### src/rtl/phy_rx_pkg.sv
// Shared types and constants for the two-lane PHY receive controller.
// State encoding, default framing symbol and packed-word byte positions.
package phy_rx_pkg;

  typedef enum logic [1:0] {
    IDLE   = 2'd0,
    SEARCH = 2'd1,
    ACTIVE = 2'd2
  } state_t;

  localparam logic [7:0] COM_SYM_DEFAULT = 8'hBC;

  // Bit offset of each lane byte within the 32-bit packed word.
  localparam int LANE0_HI_LSB = 24;
  localparam int LANE1_HI_LSB = 16;
  localparam int LANE0_LO_LSB = 8;
  localparam int LANE1_LO_LSB = 0;

endpackage

### src/rtl/phy_rx_lane_pack.sv
// Two-phase byte packer: phase 0 captures the upper half, phase 1 emits the word.
// A clear discards any captured upper half and suppresses output.
module phy_rx_lane_pack
  import phy_rx_pkg::*;
(
  input  logic        clk_32f,
  input  logic        reset,
  input  logic        phase,
  input  logic        load,
  input  logic        clear,
  input  logic [7:0]  lane0,
  input  logic [7:0]  lane1,
  output logic [31:0] data_out,
  output logic        valid_out
);

  logic [7:0]  hi_lane0;
  logic [7:0]  hi_lane1;
  logic [31:0] word_next;

  // NOTE: every variable assigned in always_comb gets a default first so no latch is inferred.
  always_comb begin
    word_next                      = '0;
    word_next[LANE0_HI_LSB +: 8]   = hi_lane0;
    word_next[LANE1_HI_LSB +: 8]   = hi_lane1;
    word_next[LANE0_LO_LSB +: 8]   = lane0;
    word_next[LANE1_LO_LSB +: 8]   = lane1;
  end

  // NOTE: sequential state uses non-blocking assignments so all registers update together.
  always_ff @(posedge clk_32f) begin
    if (reset) begin
      hi_lane0  <= '0;
      hi_lane1  <= '0;
      data_out  <= '0;
      valid_out <= 1'b0;
    end else begin
      valid_out <= 1'b0;
      if (clear) begin
        hi_lane0 <= '0;
        hi_lane1 <= '0;
      end else if (load) begin
        if (!phase) begin
          hi_lane0 <= lane0;
          hi_lane1 <= lane1;
        end else begin
          data_out  <= word_next;
          valid_out <= 1'b1;
        end
      end
    end
  end

endmodule

### src/rtl/phy_rx_lane_ctrl.sv
// RX lane controller: COM-pair symbol lock, fault detection and lane unstriping.
// Optional loss-of-COM watchdog enabled by defining PHY_RX_LOSS_WATCHDOG_EN.
module phy_rx_lane_ctrl
  import phy_rx_pkg::*;
#(
  parameter logic [7:0] COM_SYM    = COM_SYM_DEFAULT,
  parameter int         LOCK_COUNT = 4,
  parameter int         LOSS_LIMIT = 64
) (
  input  logic        clk_32f,
  input  logic        reset,
  input  logic [7:0]  data_in_0,
  input  logic        valid_in_0,
  input  logic [7:0]  data_in_1,
  input  logic        valid_in_1,
  output logic [31:0] data_out,
  output logic        valid_out,
  output logic        locked,
  output logic        error
);

  if (LOCK_COUNT < 1 || LOCK_COUNT > 15 || LOSS_LIMIT < 1) begin : g_param_check
    $error("phy_rx_lane_ctrl: LOCK_COUNT or LOSS_LIMIT out of range");
  end

  localparam logic [3:0] LOCK_CNT4 = 4'(LOCK_COUNT);

  state_t     state;
  logic [3:0] com_cnt;
  logic       phase;

  logic       pair;
  logic       both_idle;
  logic       com_pair;
  logic       one_com;
  logic       fault;
  logic       lock_hit;
  logic       wd_fire;
  logic       pack_load;
  logic       pack_clear;
  logic [3:0] com_cnt_inc;

  always_comb begin
    pair        = valid_in_0 & valid_in_1;
    both_idle   = ~valid_in_0 & ~valid_in_1;
    com_pair    = pair & (data_in_0 == COM_SYM) & (data_in_1 == COM_SYM);
    one_com     = pair & ((data_in_0 == COM_SYM) ^ (data_in_1 == COM_SYM));
    fault       = (valid_in_0 != valid_in_1) | one_com;
    com_cnt_inc = com_cnt + 4'd1;
    lock_hit    = com_pair & (com_cnt_inc == LOCK_CNT4);
  end

`ifdef PHY_RX_LOSS_WATCHDOG_EN
  localparam int              WD_W     = $clog2(LOSS_LIMIT + 1);
  localparam logic [WD_W-1:0] WD_LIMIT = WD_W'(LOSS_LIMIT);

  logic [WD_W-1:0] wd_cnt;

  always_comb begin
    wd_fire = (state == ACTIVE) & ~fault & ~com_pair & ((wd_cnt + WD_W'(1)) == WD_LIMIT);
  end

  // Held at zero outside ACTIVE, so entering ACTIVE starts a fresh count.
  always_ff @(posedge clk_32f) begin
    if (reset || state != ACTIVE || com_pair || wd_fire) begin
      wd_cnt <= '0;
    end else begin
      wd_cnt <= wd_cnt + WD_W'(1);
    end
  end
`else
  always_comb begin
    wd_fire = 1'b0;
  end
`endif

  always_comb begin
    pack_clear = (state == ACTIVE) & (fault | wd_fire | com_pair);
    pack_load  = (state == ACTIVE) & pair & ~com_pair & ~one_com & ~wd_fire;
  end

  always_ff @(posedge clk_32f) begin
    if (reset) begin
      state   <= IDLE;
      com_cnt <= '0;
      phase   <= 1'b0;
      locked  <= 1'b0;
      error   <= 1'b0;
    end else begin
      error <= 1'b0;
      unique case (state)
        IDLE, SEARCH: begin
          if (com_pair) begin
            if (lock_hit) begin
              state   <= ACTIVE;
              locked  <= 1'b1;
              com_cnt <= '0;
              phase   <= 1'b0;
            end else begin
              state   <= SEARCH;
              com_cnt <= com_cnt_inc;
            end
          end else begin
            com_cnt <= '0;
            if (pair)           state <= SEARCH;
            else if (both_idle) state <= IDLE;
          end
        end
        ACTIVE: begin
          if (fault || wd_fire) begin
            state   <= SEARCH;
            locked  <= 1'b0;
            error   <= 1'b1;
            com_cnt <= '0;
            phase   <= 1'b0;
          end else if (com_pair) begin
            // A COM pair mid-word means lane alignment slipped.
            error <= phase;
            phase <= 1'b0;
          end else if (pair) begin
            phase <= ~phase;
          end
        end
        default: begin
          state   <= IDLE;
          locked  <= 1'b0;
          com_cnt <= '0;
          phase   <= 1'b0;
        end
      endcase
    end
  end

  phy_rx_lane_pack u_pack (
    .clk_32f   (clk_32f),
    .reset     (reset),
    .phase     (phase),
    .load      (pack_load),
    .clear     (pack_clear),
    .lane0     (data_in_0),
    .lane1     (data_in_1),
    .data_out  (data_out),
    .valid_out (valid_out)
  );

endmodule

### config.mk
export PLATFORM = sky130hd
export DESIGN_NAME = phy_rx_lane_ctrl
export DESIGN_NICKNAME = d
export VERILOG_FILES = /design/src/rtl/phy_rx_pkg.sv /design/src/rtl/phy_rx_lane_pack.sv /design/src/rtl/phy_rx_lane_ctrl.sv
export SDC_FILE = /design/constraint.sdc
export NUM_CORES = 1
export LEC_CHECK = 0
export ABC_AREA = 1
export BUFFER_PORTS_ARGS = -buffer_cell sky130_fd_sc_hd__buf_4
export CAP_MARGIN = 5
export CORE_MARGIN = 4
export CORE_UTILIZATION = 25
export CTS_CLUSTER_SIZE = 12
export DETAILED_ROUTE_END_ITERATION = 7
export HOLD_SLACK_MARGIN = 0.06
export PLACE_DENSITY_LB_ADDON = 0.12
export SLEW_MARGIN = 15
export SYNTH_ARGS = -nofsm -noshare
export SYNTH_HDL_FRONTEND = slang
export SYNTH_SLANG_ARGS = --single-unit
### constraint.sdc
create_clock -name clk_32f -period 2.1 [get_ports clk_32f]
set_clock_uncertainty 0.1 [all_clocks]
set_input_delay 0.105 -clock clk_32f [delete_from_list [all_inputs] [get_ports clk_32f]]
set_output_delay 0.105 -clock clk_32f [all_outputs]
set_load 0.02 [all_outputs]
==> results of run 1 <==
cell families after synthesis:
logic type | count (synthesis) | share of synthesized area, %
adder cells (fa/ha/maj) | 2 | 1.01
XOR/XNOR | 2 | 0.710
AO/OA/AOI/OAI | 59 | 12.7
flip-flops | 58 | 47.1
buffers and inverters | 38 | 9.13
AND/OR/NAND/NOR | 165 | 29.4
cells in the mapped netlist, types with 2 or more instances:
cell type and count:
a21oi_1 23, buf_12 3, buf_2 2, buf_6 3
clkbuf_1 5, dfxtp_1 58, ha_1 2, inv_1 22
nand2_1 47, nand2_2 3, nand2_4 3, nand3_1 23
nand4_1 2, nor2_1 82, o21ai_0 20, o21ai_1 13
registers in the layout, indices dropped and copies added, names as in the netlist:
name              count
state                 2
com_cnt               4
phase                 1
u_pack.hi_lane1       8
u_pack.valid_out      1
u_pack.data_out      32
locked                1
error                 1
u_pack.hi_lane0       8
worst min path at each step:
stage	slack (ns)	depth (start not counted)	endpoint	start
floorplan	0.07	1	com_cnt[1]	reset
global placement	0.22	2	state[1]	reset
detailed placement	0.23	2	com_cnt[2]	reset
CTS	0.26	7	phase	valid_in_1
global route	0.31	7	phase	valid_in_1
finish	0.27	7	phase	valid_in_1
metal layers:
| layer | track usage, % | vias up |
|---|---|---|
| met5 | 0 | - |
| met4 | 4.24 | 0 |
| met3 | 3.96 | 6 |
| met2 | 17.8 | 53 |
| met1 | 14.8 | 914 |
| li1 | - | 1185 |
layout make-up:
| class | instances | area (um2) |
|---|---|---|
| fill | 1012 | 6100 |
| tap | 129 | 161 |
| multi-input combinational | 228 | 1080 |
| timing repair buffer | 76 | 613 |
| clock buffer | 9 | 124 |
| inverter | 24 | 95.1 |
| sequential | 58 | 1160 |
| clock inverter | 6 | 82.6 |
worst max-delay path: stages:
cell           delay, ns
dlygate4sd3_1       0.56
buf_4               0.16
nand2_1             0.09
nor2_1              0.06
nand2_2             0.09
nand2_4             0.09
a21oi_4             0.19
nand2_4             0.23
inv_6               0.29
nor2_1              0.06
nor2_1              0.11
stage by stage:
stage	cells	cell area (um2)	power, mW	hold WS (ns)
after floorplan	324	2470	1.19	0.0741
after global placement	498	2940	1.25	0.223
after detailed placement	498	2940	1.25	0.229
after CTS	530	3320	2.39	0.258
after global routing	530	3320	2.44	0.313
final	530	3320	2.34	0.270
where the power goes:
part           switching, mW  internal [mW]  total [mW]
clock network          0.439          0.654        1.09
registers            0.00350           1.10        1.11
logic                 0.0741         0.0688       0.143
what timing repair did:
item,CTS,global route
setup buffers,0,0
hold endpoints to repair,37,0
hold buffers,17,0
==> out/metrics.yaml, run 1 <==
status: "completed"
fin_ws_ns: 0.215
rrSetupSlack_ns: 0.33
via_per_inst: 4.07
p_leak_nw: 1.41
layout-drive-gt1-share_pct: 21.9
track_usage_pct: 11.5
clock_latency_ns: 0.33
cp-startpoint: "data_in_0[5]"
crit_path_end: "u_pack.data_out[31]"
startpoint_type: "input port"
die_area_mm2: 0.0115
path_max_fanout: 34
ys_ff_latch: 58
cts_tree: "built"
synth_warnings: 0
met3_length_um: 328
fin_crit_sh_pct: 89.8
dr_total_vias: 2158
areaGrowthSynthToFinish_pct: 34.5
die_y_um: 107
synth_enable_flop_cells: 0
yosysSeqAreaShare_pct: 47.1
rows: 35
synthTopCellsByArea: "dfxtp_1 47%, nor2_1 12%, nand2_1 7.2%, a21oi_1 4.7%, nand3_1 4.7%"
drtPass1Iterations: 5
grt_max_degree: 35
chipWidth_um: 107
reg2reg_depth: 8
drt-wirelength-per-cell_um: 12.0
cts_resized: 0
drv_cap: 0
final_nets: 419
io_pins: 55
hpwlAfterDp_um: 4550
diodes: 0
portBuffers: 54
cts.sink_count: 58
hold_violations: 0
synth_top_area_share_pct: 47.1
grt_setup_unrepaired: "no"
yosys.area.top_type: "dfxtp_1"
wl_met2_um: 2740
crit_required_ns: 2.27
syn_nets: 346
cts-root-buf: "clkbuf_8"
routed_wl_um: 6340
min-delay-path-class: "in2reg"
synth.distinct_cells: 29
async_flop_share_pct: 0
finalSetupViolCount: 0
gp_congestion: 0.729
fmax_ghz: 0.531
grt_overflow: 0
synth_area_mm2: 0.00247
max-clock-path-buffers: 2
cts-buffers-inserted: 9
drc: 0
drt_iter0_markers: 56
report.final.slew_viol_count: 0
layout_common_cells: "82 x nor2_1, 59 x buf_4, 58 x dfxtp_1"
drtAntennaViolNets: 0
maxSlewHeadroom_pct: 75.9
coreArea_mm2: 0.00942
grt_pass1_vias: 2121
rr_startpoint: "state[1]"
final_common_cell: "nor2_1"
synthCells: 324
vdd_drop_max_v: 0.000540
syn_avg_cell_area_um2: 7.62
tns_ns: 0
pre_cts_slack_ns: 0.306
fin_crit_ns: 1.88
utilization_pct: 35.2
grt_pass1_wl_um: 10500
clkTransAtPathRegs_ns: 0.07
p_per_area_mw_per_mm2: 706
wl_met1_um: 3210
reg2reg_to: "u_pack.data_out[31]"
end_kind: "flip-flop"
worst_pin_slew_ns: 0.362
worst-endpoint-arrival_ns: 2.05
start_util_pct: 26.2
top_layer_used: "met4"
antenna_found_initial: 0
htree_levels: 3
synth_ff_type: "dfxtp_1"
worstSetupPathType: "in2reg"
(Power assumes the default switching activity.)
==> run 2, diff against run 1 <==
--- a/config.mk
+++ b/config.mk
@@ -17,4 +17,5 @@
 export SLEW_MARGIN = 15
 export SYNTH_ARGS = -nofsm -noshare
 export SYNTH_HDL_FRONTEND = slang
+export SYNTH_HIERARCHICAL = 1
 export SYNTH_SLANG_ARGS = --single-unit
==> out/metrics.yaml, run 2 <==
path_max_fanout: 16  # -53%
clock_latency_ns: 0.33  # about the same
coreArea_mm2: 0.00986  # +4.8%
synthCells: 390  # +20%
routed_wl_um: 7180  # +13%
cp_num_buf_inv: 5  # +2
min-delay-path-class: "in2reg"
via_per_inst: 4.03  # -1.1%
tns_ns: 0  # unchanged
layout-drive-gt1-share_pct: 19.5  # -2.5 points
async_flop_share_pct: 0  # unchanged
synth.most_common_cell: "nor2_1"
synth_warnings: 6  # +6
final_nets: 489  # +17%
synth.distinct_cells: 25  # -14%
htree_levels: 3  # unchanged
p_per_area_mw_per_mm2: 706  # about the same
startpoint_type: "input port"
grt_setup_unrepaired: "no"
hpwlAfterDp_um: 4490  # -1.2%
io_pins: 55  # unchanged
p_leak_nw: 1.89  # +34%
antenna_found_initial: 0  # unchanged
power.switching_uw: 527  # +2.0%
synth_enable_flop_cells: 0  # unchanged
drv_cap: 0  # unchanged
diodes: 0  # unchanged
top_register: "u_pack/data_out"
power_frac_clock_pct: 51.5  # +4.8 points
max-clock-path-buffers: 2  # unchanged
critPathMaxStageDelay_ns: 0.55  # about the same
crit_family: "buffers and inverters"
swShare_pct: 20.7  # -1.4 points
largest_register_ffs: 32  # unchanged
syn_avg_cell_area_um2: 6.58  # -14%
end_kind: "flip-flop"
cts-root-buf: "clkbuf_8"
nFillCells: 1080  # +6.7%
portBuffers: 54  # unchanged
synth_ff_type: "dfxtp_1"
yosys.area.top_type: "dfxtp_1"
status: "completed"
yosysSeqAreaShare_pct: 45.3  # -1.8 points
die_y_um: 109  # +1.8%
path_cells: "dlygate4sd3_1 -> buf_4 -> inv_1 -> nand2_1 -> nor2_1 -> nand2_1 -> nand2_2 -> nand2_1 -> a21oi_2 -> inv_1 -> nand3_4 -> clkbuf_16 -> nand2_1 -> nand2_1 -> nor2_1"
final_common_cell: "nor2_1"
yosys-top-cells-count: "112 x nor2_1, 98 x nand2_1, 58 x dfxtp_1, 58 x inv_1, 15 x o21ai_0"
cts-buffers-inserted: 9  # unchanged
dr_total_vias: 2437  # +13%
drtAntennaViolNets: 0  # unchanged
track_usage_pct: 11.9  # +0.41 points
cts_tree: "built"
clkTransAtPathRegs_ns: 0.06  # about the same
drc: 0  # unchanged
rows: 36  # +2.9%
reg_top3: "u_pack/data_out (32), u_pack/hi_lane0 (8), u_pack/hi_lane1 (8)"
maxSlewHeadroom_pct: 74.7  # -1.2 points
layout_common_cells: "112 x nor2_1, 97 x nand2_1, 58 x inv_1, 58 x dfxtp_1, 58 x buf_4"
die_area_mm2: 0.0119  # +3.7%
fin_crit_ns: 1.89  # +0.00624 ns
internal-power_mw: 2.02  # +11%
grt_pass1_wl_um: 11000  # +4.7%
drt_iter0_markers: 77  # +38%
drt-wirelength-per-cell_um: 11.9  # -0.81%
gp_congestion: 0.789  # +8.2%
finalSetupViolCount: 0  # unchanged
cp_slowest_cell: "dlygate4sd3_1"
p_comb_share_pct: 5.2  # -0.9 points
grt_max_degree: 66  # +89%
syn_nets: 412  # +19%
chipWidth_um: 109  # +1.8%
vdd_drop_max_v: 0.000309  # -43%
worst_pin_slew_ns: 0.379  # +0.0174 ns
worstSetupPathType: "in2reg"
crit_required_ns: 2.23  # -0.04 ns
fmax_ghz: 0.529  # -0.33%
ys_ff_latch: 58  # unchanged
grt_overflow: 0  # unchanged
report.final.slew_viol_count: 0  # unchanged
synthTopCellsByArea: "dfxtp_1 45%, nor2_1 16%, nand2_1 14%, inv_1 8.5%, o21ai_0 2.9%"
synth_top_area_share_pct: 45.3  # -1.8 points
hold_violations: 0  # unchanged
drtPass1Iterations: 4  # -1
worst-endpoint-arrival_ns: 2.02  # -0.03 ns
fin_crit_sh_pct: 90.1  # +0.30 points
synth_area_mm2: 0.00256  # +4.0%
p_seq_share_pct: 43.3  # -3.9 points
grt_pass1_vias: 2285  # +7.7%
cts.sink_count: 58  # unchanged
areaGrowthSynthToFinish_pct: 40.5
crit_path_frequent_cell: "nand2_1"
post_layout_nonfiller_instances: 605  # +14%
start_util_pct: 26.0  # -0.20 points
dp_cells: 569  # +14%
run 2: worst min-delay path: cells and delay by family:
family | cells | cell delay (ns)
fa+ha+maj | 1 | 0.13
buf+inv | 1 | 0.08
simple gates | 4 | 0.31
run 2: per-stage QoR:
step / worst slack [ns] / power, mW / instance area (um2) / hold slack [ns] / util, %
final: 0.209 / 2.54 / 3600 / 0.224 / 36.5
after global routing: 0.0439 / 2.67 / 3600 / 0.288 / 36.5
after CTS: 0.0497 / 2.59 / 3520 / 0.212 / 35.7
after detailed placement: 0.256 / 1.23 / 3100 / 0.252 / 31.4
after global placement: 0.295 / 1.23 / 3100 / 0.247 / 31.4
after floorplan: 0.325 / 1.17 / 2560 / 0.0741 / -
run 2: worst paths after layout:
check	startpoint	end	slack, ns	depth (start not counted)
worst max-delay path	data_in_0[6]	u_pack/data_out[22]	0.21	15
worst min-delay path	valid_in_1	state[0]	0.22	6
worst max register to register	state[1]	u_pack/hi_lane0[7]	0.34	8
worst min register to register	state[1]	locked	0.36	1
run 2: cell families (layout without fill, tap and decap cells):
logic type | Yosys count | in the layout | synth area share, %
AND/OR/NAND/NOR | 228 | 228 | 35.3
buffers and inverters | 74 | 156 | 12.5
flip-flops | 58 | 58 | 45.3
AO/OA/AOI/OAI | 26 | 26 | 5.27
adder cells (fa/ha/maj) | 2 | 2 | 0.975
XOR/XNOR | 2 | 2 | 0.683
run 2: power by group through the flow:
stage | combinational, mW | sequential, mW | clock (mW)
global route | 0.149 | 1.10 | 1.42
floorplan | 0.0470 | 1.13 | 0
finish | 0.132 | 1.10 | 1.31
global placement | 0.107 | 1.13 | 0
detailed placement | 0.107 | 1.13 | 0
CTS | 0.133 | 1.10 | 1.35
run 2: layout make-up:
class | instances | area (um2) | share of cell area [%]
clock buffers | 12 | 155 | 4.30
clock inverters | 4 | 97.6 | 2.71
inverters | 61 | 230 | 6.39
multi-input cells | 258 | 1110 | 30.7
flip-flops and latches | 58 | 1160 | 32.2
well taps | 133 | 166 | 4.62
repair buffers | 79 | 687 | 19.1
run 2: timing repair:
item	in CTS	in global routing
hold buffers	17	0
resized for setup	0	5
endpoints found under the setup margin	0	48
setup buffers	0	0
endpoints found under the hold margin	36	0
run 2: layer usage:
metal | part of all wire (%) | up-vias | GRT usage [%]
li1 | - | 1305 | -
met1 | 48 | 1075 | 15.5
met2 | 45 | 48 | 18.4
met3 | 4.8 | 9 | 3.05
met4 | 1.4 | 0 | 5.61
met5 | 0 | - | 0
==> run 3, diff against run 2 <==
--- a/config.mk
+++ b/config.mk
@@ -6,7 +6,7 @@
 export NUM_CORES = 1
 export LEC_CHECK = 0
 export ABC_AREA = 1
-export BUFFER_PORTS_ARGS = -buffer_cell sky130_fd_sc_hd__buf_4
+export BUFFER_PORTS_ARGS = -buffer_cell sky130_fd_sc_hd__buf_2
 export CAP_MARGIN = 5
 export CORE_MARGIN = 4
 export CORE_UTILIZATION = 25
==> out/metrics.yaml, run 3 (synthesis gave the netlist of run 2 again) <==
rr_startpoint: "state[1]"
rrSetupSlack_ns: 0.38  # +0.04 ns
coreArea_mm2: 0.00986  # unchanged
utilization_pct: 35.1  # -1.4 points
p_per_area_mw_per_mm2: 731  # +3.5%
clkTransAtPathRegs_ns: 0.07  # about the same
crit_path_frequent_cell: "nand2_1"
hpwlAfterDp_um: 4550  # +1.4%
via_per_inst: 3.96  # -1.7%
finalSetupViolCount: 0  # unchanged
path_cells: "dlygate4sd3_1 -> buf_2 -> inv_1 -> nand2_1 -> nor2_1 -> nand2_1 -> nand2_2 -> nand2_1 -> a21oi_2 -> inv_1 -> nand3_2 -> clkbuf_16 -> nand2_1 -> nand2_1 -> nor2_1"
chipWidth_um: 109  # unchanged
fin_crit_sh_pct: 92.2  # +2.2 points
antenna_found_initial: 0  # unchanged
final_nets: 488  # -0.20%
drt_iter0_markers: 72  # -6.5%
drc: 0  # unchanged
worstSetupPathType: "in2reg"
p_leak_nw: 1.88  # -0.36%
internal-power_mw: 2.00  # -0.69%
rows: 36  # unchanged
final_common_cell: "nor2_1"
io_pins: 55  # unchanged
tns_ns: 0  # unchanged
drtAntennaViolNets: 0  # unchanged
htree_levels: 3  # unchanged
drv_cap: 0  # unchanged
power_mw: 2.53  # -0.54%
vdd_drop_max_v: 0.000365  # +18%
min-delay-path-class: "in2reg"
cts_tree: "built"
diodes: 0  # unchanged
worst-endpoint-arrival_ns: 2.06  # +0.04 ns
startpoint_type: "input port"
top_register: "u_pack/data_out"
max-clock-path-buffers: 2  # unchanged
cp_num_buf_inv: 5  # unchanged
layout-drive-gt1-share_pct: 19.5  # +0.041 points
start_util_pct: 26.0  # unchanged
p_seq_share_pct: 43.6  # +0.3 points
track_usage_pct: 11.6  # -0.34 points
p_comb_share_pct: 4.8  # -0.4 points
report.final.slew_viol_count: 0  # unchanged
reg2reg_depth: 8  # unchanged
dr_total_vias: 2391  # -1.9%
reg_top3: "u_pack/data_out (32), u_pack/hi_lane0 (8), u_pack/hi_lane1 (8)"
areaGrowthSynthToFinish_pct: 35.0
crit_path_end: "u_pack/data_out[15]"
layout_common_cells: "112 x nor2_1, 97 x nand2_1, 58 x inv_1, 58 x dfxtp_1, 54 x buf_2"
crit_required_ns: 2.23  # about the same
fin_crit_ns: 1.94  # +0.0459 ns
cts-root-buf: "clkbuf_8"
worst_pin_slew_ns: 0.576  # +0.196 ns
grt_max_degree: 66  # unchanged
grt_setup_unrepaired: "no"
cp-startpoint: "data_in_0[6]"
cts.sink_count: 58  # unchanged
clock_latency_ns: 0.33  # about the same
gp_congestion: 0.780  # -1.2%
swShare_pct: 20.8  # +0.12 points
fin_ws_ns: 0.163  # -0.0459 ns
pre_cts_slack_ns: 0.267  # +0.0110 ns
grt_overflow: 0  # unchanged
crit_family: "buffers and inverters"
reg2reg_to: "u_pack/data_out[21]"
routed_wl_um: 6880  # -4.2%
hold_violations: 0  # unchanged
crit_cells: 15  # unchanged
portBuffers: 54  # unchanged
die_y_um: 109  # unchanged
drtPass1Iterations: 4  # unchanged
die_area_mm2: 0.0119  # unchanged
status: "completed"
maxSlewHeadroom_pct: 61.6  # -13 points
largest_register_ffs: 32  # unchanged
power_frac_clock_pct: 51.6  # about the same
grt_pass1_vias: 2223  # -2.7%
cts-buffers-inserted: 9  # unchanged
fmax_ghz: 0.516  # -2.4%
end_kind: "flip-flop"
grt_pass1_wl_um: 10700  # -2.9%
cp_slowest_cell: "dlygate4sd3_1"
power.switching_uw: 527  # about the same
path_max_fanout: 32  # +16
drt-wirelength-per-cell_um: 11.4  # -4.0%
critPathMaxStageDelay_ns: 0.54  # about the same
run 3: cell types whose count changed in the layout (fill, tap and decap cells not counted), sizes merged:
cell,before,now
buf,60,59
clkinv,1,2
clkbuf,14,13
clkinvlp,1,0
inv,60,61
run 3: metrics by stage:
step	cells	hold WS [ns]	area, um2
floorplan	390	0.0741	2560
finish	604	0.224	3460
CTS	601	0.207	3390
global route	604	0.281	3460
global placement	568	0.273	2970
detailed placement	568	0.276	2970
run 3: worst min-delay path by stage:
stage / depth (start not counted) / endpoint / slack (ns) / start
floorplan: 1 / com_cnt[1] / 0.07 / reset
global placement: 3 / u_pack/data_out[10] / 0.27 / data_in_0[2]
detailed placement: 3 / u_pack/data_out[10] / 0.28 / data_in_0[2]
CTS: 6 / error / 0.21 / valid_in_1
global route: 6 / error / 0.28 / valid_in_1
finish: 6 / state[0] / 0.22 / valid_in_1
run 3: per-layer routing:
metal  track usage (%)  wire length [um]
met1              14.9              3480
met2              18.2              2970
met3              3.76               333
met4              4.01                95
met5                 0                 0
run 3: final cells by class:
class | count | area [um2]
Inverter | 61 | 231
Tap cell | 133 | 166
Fill cell | 1085 | 6400
Multi-Input combinational cell | 258 | 1100
Clock buffer | 11 | 151
Timing Repair Buffer | 78 | 553
Clock inverter | 5 | 100
Sequential cell | 58 | 1160
run 3: power by group through the flow:
stage	clock (mW)	sequential (mW)	combinational, mW
after floorplan	0	1.13	0.0470
after global placement	0	1.13	0.0981
final	1.31	1.10	0.122
after detailed placement	0	1.13	0.0990
after global routing	1.40	1.10	0.139
after CTS	1.34	1.10	0.124
run 3: repair_timing:
action / 4_1_cts / 5_1_grt
endpoints found under the hold margin: 36 / 0
gates resized for setup: 0 / 6
hold buffers: 17 / 0
setup endpoints to repair: 0 / 48
buffers inserted: 0 / 1
run 3: worst reg2reg max path: cells and delay by family (launching register included):
family | cells | cell delay, ns
AND/OR/NAND/NOR | 5 | 0.75
buffers and inverters | 3 | 0.43
flip-flops | 1 | 0.35
